<file path="src/rtl/gba_audio_pwm_sampler.sv">
// GBA PWM audio pins -> signed 16-bit stereo PCM at a fixed sample rate, pixel-clock domain.
// Integrates +1/-1 per cycle over a phase-accumulator window, scales, saturates, valid/ready out.
module gba_audio_pwm_sampler #(
  parameter int CLK_FRQ     = 74250000,
  parameter int SAMPLE_RATE = 48000,
  parameter int SHIFT       = 4
) (
  input  logic               clk,
  input  logic               rst,
  input  logic               audioLIn,
  input  logic               audioRIn,
  input  logic               sampleReady,
  output logic signed [15:0] audioLOut,
  output logic signed [15:0] audioROut,
  output logic               sampleValid,
  output logic               overrun
);

  localparam int ACC_W = $clog2(CLK_FRQ) + 1;
  localparam int CNT_W = $clog2(CLK_FRQ / SAMPLE_RATE) + 2;
  // Headroom so the shifted sum never wraps before saturation.
  localparam int SUM_W = CNT_W + SHIFT + 17;

  localparam logic [ACC_W-1:0]        ACC_STEP = ACC_W'(SAMPLE_RATE);
  localparam logic [ACC_W-1:0]        ACC_WRAP = ACC_W'(CLK_FRQ);
  localparam logic signed [CNT_W-1:0] CNT_ONE  = CNT_W'(1);
  localparam logic signed [CNT_W-1:0] CNT_NEG  = '1;
  localparam logic signed [SUM_W-1:0] SAT_MAX  = SUM_W'(32767);
  localparam logic signed [SUM_W-1:0] SAT_MIN  = SUM_W'(-32768);

  logic [1:0]              lSync;
  logic [1:0]              rSync;
  logic [ACC_W-1:0]        acc;
  logic [ACC_W-1:0]        accNxt;
  logic                    tick;
  logic signed [CNT_W-1:0] lCnt;
  logic signed [CNT_W-1:0] rCnt;
  logic signed [CNT_W-1:0] lSum;
  logic signed [CNT_W-1:0] rSum;

  function automatic logic signed [15:0] scaleSat(input logic signed [CNT_W-1:0] sum);
    logic signed [SUM_W-1:0] wide;
    wide = SUM_W'(sum);
    wide = wide <<< SHIFT;
    if (wide > SAT_MAX)
      return 16'sh7fff;
    else if (wide < SAT_MIN)
      return 16'sh8000;
    else
      return 16'(wide);
  endfunction

  always_ff @(posedge clk or posedge rst) begin
    if (rst) begin
      lSync <= '0;
      rSync <= '0;
    end else begin
      lSync <= {lSync[0], audioLIn};
      rSync <= {rSync[0], audioRIn};
    end
  end

  always_comb begin
    accNxt = acc + ACC_STEP;
    tick   = (accNxt >= ACC_WRAP);
  end

  always_ff @(posedge clk or posedge rst) begin
    if (rst)
      acc <= '0;
    else if (tick)
      acc <= accNxt - ACC_WRAP;
    else
      acc <= accNxt;
  end

  // The tick cycle's own contribution belongs to the window it closes.
  always_comb begin
    lSum = lCnt + (lSync[1] ? CNT_ONE : CNT_NEG);
    rSum = rCnt + (rSync[1] ? CNT_ONE : CNT_NEG);
  end

  always_ff @(posedge clk or posedge rst) begin
    if (rst) begin
      lCnt <= '0;
      rCnt <= '0;
    end else if (tick) begin
      lCnt <= '0;
      rCnt <= '0;
    end else begin
      lCnt <= lSum;
      rCnt <= rSum;
    end
  end

  // A tick always wins: newest sample is loaded even if the old one was never taken.
  always_ff @(posedge clk or posedge rst) begin
    if (rst) begin
      audioLOut   <= '0;
      audioROut   <= '0;
      sampleValid <= 1'b0;
      overrun     <= 1'b0;
    end else if (tick) begin
      audioLOut   <= scaleSat(lSum);
      audioROut   <= scaleSat(rSum);
      sampleValid <= 1'b1;
      overrun     <= sampleValid & ~sampleReady;
    end else begin
      overrun <= 1'b0;
      if (sampleValid && sampleReady)
        sampleValid <= 1'b0;
    end
  end

endmodule
</file>
<file path="config.mk">
export PLATFORM = sky130hd
export DESIGN_NAME = gba_audio_pwm_sampler
export DESIGN_NICKNAME = d
export VERILOG_FILES = /design/src/rtl/gba_audio_pwm_sampler.sv
export SDC_FILE = /design/constraint.sdc
export NUM_CORES = 1
export LEC_CHECK = 0
export CORE_ASPECT_RATIO = 0.5
export CORE_UTILIZATION = 64
export CTS_CLUSTER_SIZE = 40
export DETAILED_ROUTE_END_ITERATION = 7
export GPL_ROUTABILITY_DRIVEN = 0
export PLACE_DENSITY = 0.83
export SLEW_MARGIN = 20
export SYNTH_ARGS = -nofsm -noshare
export SYNTH_HDL_FRONTEND = slang
export SYNTH_SLANG_ARGS = --single-unit
</file>
<file path="constraint.sdc">
create_clock -name clk -period 7.8 [get_ports clk]
set_clock_uncertainty 0.05 [all_clocks]
set_input_delay 1.56 -clock clk [delete_from_list [all_inputs] [get_ports clk]]
set_output_delay 1.56 -clock clk [all_outputs]
set_load 0.02 [all_outputs]
</file>
== Word level (Yosys, flattened, before mapping) ==
Cells that the tools add are included.

* Word-level logic and storage cells: 34
* Bits of input ports: 5
* Register bits: 92
* Output and inout port bits: 34

* Bitwise gates (word level): 2
* Reductions and logical operators: 2
* $add $sub $neg: 4
* $lt $le $gt $ge: 5
* Mux-type cells: 12

{| class="wikitable"
|+ Operators by type and width
! operator !! count
|-
| 2-to-1 mux 16 bit || 4
|-
| 2-to-1 mux 13 bit || 4
|-
| greater-than comparator 17 x 16 -> 1 bit (second input constant) || 2
|-
| less-than comparator 17 x 16 -> 1 bit (second input constant) || 2
|-
| adder 28 x 16 -> 28 bit (second input constant) || 1
|-
| greater-or-equal comparator 28 x 27 -> 1 bit (second input constant) || 1
|-
| 2-to-1 mux 28 bit || 1
|-
| subtractor 28 x 27 -> 28 bit (second input constant) || 1
|-
| adder 13 bit || 2
|-
| 2-to-1 mux 1 bit || 3
|-
| nonzero test 2 bit || 1
|-
| bitwise AND 1 bit || 1
|-
| logical AND 1 bit || 1
|-
| NOT 1 bit || 1
|}

== Longest topological paths before layout ==
* Depth after elaboration: 5
* Depth in mapped cells: 14
* Mapped depth without buffers: 11

== Worst setup path after synthesis ==
Ideal clock, no wire load.

* Path type: register -> register
* From: reg acc[7]
* To: reg acc[24]
* Clock period less this slack: 3.109 ns
* Cell stages (with the launch flop): 13
* Path buffers: 2
* Required time: 7.621 ns
* Arrival: 2.930 ns
* Setup slack: 4.691 ns
* Library setup time: 0.129 ns
* Cell sequence: dfrtp_1 > buf_2 > inv_1 > ha_1 > nand2b_1 > clkbuf_1 > a21oi_4 > mux2_1 > o21a_1 > nor4_4 > a211oi_4 > or3b_1 > xor2_1

* Word-level cells in the longest chain between the ends: 3
* Elaborated cells between the ends (all ways): 4
* Those cells by class: add/sub: 2; order compare: 1; mux: 1

{| class="wikitable"
|+ Ends and longest elaborated chain
! element !! line !! source
|-
| from (decl) || 33 || <nowiki>logic [ACC_W-1:0] acc;</nowiki>
|-
| from (signal assigned) || 72 || <nowiki>acc <= accNxt - ACC_WRAP;</nowiki>
|-
| from (signal assigned) || 74 || <nowiki>acc <= accNxt;</nowiki>
|-
| adder 28 x 16 -> 28 bit (*) || 64 || <nowiki>accNxt = acc + ACC_STEP;</nowiki>
|-
| subtractor 28 x 27 -> 28 bit or greater-or-equal comparator 28 x 27 -> 1 bit (tied branches) || 72, 65 ||
|-
| 2-to-1 mux 28 bit (*) || 71 || <nowiki>else if (tick)</nowiki>
|}

Every way passes the cells marked *; elsewhere a longest branch is shown, timed or not.
A chain may end at the register's enable or synchronous reset.

== Worst setup path after layout ==
* From: reg acc[7]
* To: reg audioLOut[6]

* Word-level cells in the longest chain between the ends: 2

{| class="wikitable"
|+ Ends and longest elaborated chain
! element !! line !! source
|-
| adder 28 x 16 -> 28 bit || 64 ||
|-
| greater-or-equal comparator 28 x 27 -> 1 bit || 65 || <nowiki>tick = (accNxt >= ACC_WRAP);</nowiki>
|-
| to (signal assigned) || 104 || <nowiki>audioLOut <= scaleSat(lSum);</nowiki>
|-
| to (decl) || 13 || <nowiki>output logic signed [15:0] audioLOut,</nowiki>
|}

No other way between the ends.

==> results.yml <==
critical_path:
  crit_path_start: "acc[7]"
  r2r_start: "acc[7]"
  cp.arrival_ps: 4330
  rr_worst_depth: 10
  timing.rr.end: "audioLOut[6]"
  r2r_slack_ps: 3650
  crit_path_start_kind: "flip-flop"
  path_class: "reg2reg"
  end_kind: "flip-flop"
  critical_path_peak_fanout: 56
  crit_required_ps: 7980
timing:
  worst_pin_slew_ps: 1020
  setup-tns-final_ps: 0
  max_clock_freq_mhz: 241
  hold_viol: 0
  rsz0062_at_grt: "false"
  finalSetupViolations: 0
  slew_headroom_pct: 31.7
  maxSlewViolCount: 0
  post-route-period-util_pct: 53.2
  period_needed_ps: 4150
power_and_ir_drop:
  leakage_nw: 2.51
  p_switching_w: 0.000676
  powerDensity_nw_per_um2: 299
  comb_power_share_pct: 44.8
  ir_worst_vdd_mv: 0.195
  p_int_w: 0.00110
  clkPwrFrac_pct: 25.7
  p_seq_share_pct: 29.5
  p_sw_share_pct: 38.2
floorplanning:
  initial_utilization_pct: 68.9
  rows: 22
  io_pins: 39
  die-area_um2: 8600
  coreArea_um2: 7620
  die_w_um: 130
  die_h_um: 66.1
logic_synthesis:
  synth_area_leaders: "dfrtp_1 (39%), ha_1 (6.2%), xnor2_1 (5.8%)"
  synth-main-ff-cell: "dfrtp_1"
  synth_edf_count: 0
  synth_cells: 573
  synth_common_cells: "dfrtp_1 (82), nor2_1 (63), a21oi_1 (43)"
  seq_area_frac_synth_pct: 39.0
  syn-num-nets: 606
  synthArstFlopShare_pct: 100
  syn_area_um2: 5260
  yosysTopAreaCell: "dfrtp_1"
  post-synth-top-count-cell: "dfrtp_1"
  synth_seq_cells: 82
  yosys_warnings: 0
  synth_top_area_share_pct: 39.0
  netlist-cell-type-count: 70
  avgSynthCellArea_um2: 9.17
global_route:
  globalRoute.totalOverflow: 0
  grt_pass1_wl_um: 18500
  track_usage_pct: 28.4
  antenna_found_initial: 0
  grt_pass1_vias: 3931
  grt_max_degree: 83
min_path:
  hp-start: "rSync[0]"
  hp-class: "reg2reg"
  whs_path_depth: 0
  whs_endpoint: "rSync[1]"
detailed_routing:
  via_count: 4183
  drc: 0
  dr.first_iter.drc_count: 338
  final_antenna_net_count: 0
  firstDrtPassIters: 6
  routed_wl_um: 10900
  avgViaCountPerCell: 5.92
  wl_per_cell_um: 15.4
final_layout:
  finalNonFillerCells: 706
  multiInputGateArea_um2: 2940
  drive_above_1_share_pct: 6.52
  diodes: 0
  syn_to_final_growth_pct: 12.9
  fill_cells: 523
  seq_area_um2: 2050
  nets: 627
clocking:
  postCtsHoldBufs: 0
  numCtsBuffers: 9
  root_buffer: "clkbuf_16"
  clkSinkCount: 82
  ctsResizeCount: 0
  clk_pin_slew_ps: 70
  htreeDepth: 3
  clk_latency_ps: 350
  post_cts_buffers: 0
  cts_tree: "done"
  clockBufferDepth: 2
place:
  dp.final_hpwl_um: 7200
  portBuffers: 38
  place_inst: 691
run:
  drv_cap: 0
outcome:
  outcome: "finished, final reports clean"
[final cells by class]
class                           count  share of cell area [%]
Multi-Input combinational cell    437                    49.6
Clock inverter                      6                    1.52
Inverter                           24                    1.54
Timing Repair Buffer               40                    6.73
Tap cell                          108                    2.28
Sequential cell                    82                    34.6
Clock buffer                        9                    3.80
[cell families (layout without fill, tap and decap cells)]
group / Yosys count / count (layout) / share of synthesized area [%]
and+or+nand+nor: 210 / 210 / 20.3
AOI/OAI and AO/OA: 141 / 141 / 18.5
DFF: 82 / 82 / 39.0
buffers and inverters: 54 / 79 / 5.05
xor gates and xnor gates: 53 / 53 / 9.19
adders and majority gates: 28 / 28 / 6.95
muxes: 5 / 5 / 0.976
[worst max-delay path, cell delays in order, from the launching register on]
cell	delay [ps]
dfrtp_1	490
inv_1	140
ha_1	300
nand2b_1	290
a21oi_4	370
mux2_1	360
o21a_1	210
nor4_4	330
a211o_2	880
nand2_2	320
o22a_1	280
[worst max-delay path by stage]
stage / end
global route: acc[10]
global placement: audioLOut[6]
finish: audioLOut[6]
floorplan: acc[10]
detailed placement: audioLOut[6]
CTS: audioLOut[6]
[sequential cells by signal (all words and copies together) (netlist names)]
signal	flops
audioROut	13
overrun	1
lSync	2
rCnt	13
lCnt	13
audioLOut	13
rSync	2
sampleValid	1
acc	24
[power groups by stage]
stage / Sequential (W) / Combinational [W] / Clock, W
3_3_place_gp: 0.000526 / 0.000752 / 0
6_report: 0.000522 / 0.000794 / 0.000455
3_5_place_dp: 0.000529 / 0.000771 / 0
5_1_grt: 0.000528 / 0.000894 / 0.000481
4_1_cts: 0.000522 / 0.000784 / 0.000462
2_1_floorplan: 0.000522 / 0.000632 / 0
[routing by layer]
metal | share of wire, % | vias to the layer above | global-route usage (%)
met5 | 0 | - | 0
met4 | 0.33 | 0 | 8.72
met3 | 5.4 | 5 | 7.04
met2 | 46 | 130 | 44.5
met1 | 48 | 1979 | 39.1
li1 | - | 2069 | -
[per-stage QoR]
step	hold WS (ps)	utilization [%]	cell area (µm²)	total power, W	worst slack, ps
after floorplan	281	-	5260	0.00115	4080
after global placement	282	73.6	5610	0.00128	3800
after detailed placement	290	73.6	5610	0.00130	3690
after CTS	302	77.8	5930	0.00177	3690
after global routing	309	77.8	5930	0.00190	3360
final	302	77.8	5930	0.00177	3650
[cell usage in the layout, fill, tap and decap left out, types with 17 or more instances in the layout]
cell type,n
nor2_1,63
ha_1,26
xnor2_1,35
inv_1,23
nand3_1,18
a21oi_1,43
nand2_1,42
clkdlybuf4s50_1,38
dfrtp_1,82
o21ai_0,19
xor2_1,17
nor3_1,23
Note: power is estimated with default switching activity, not from simulation.
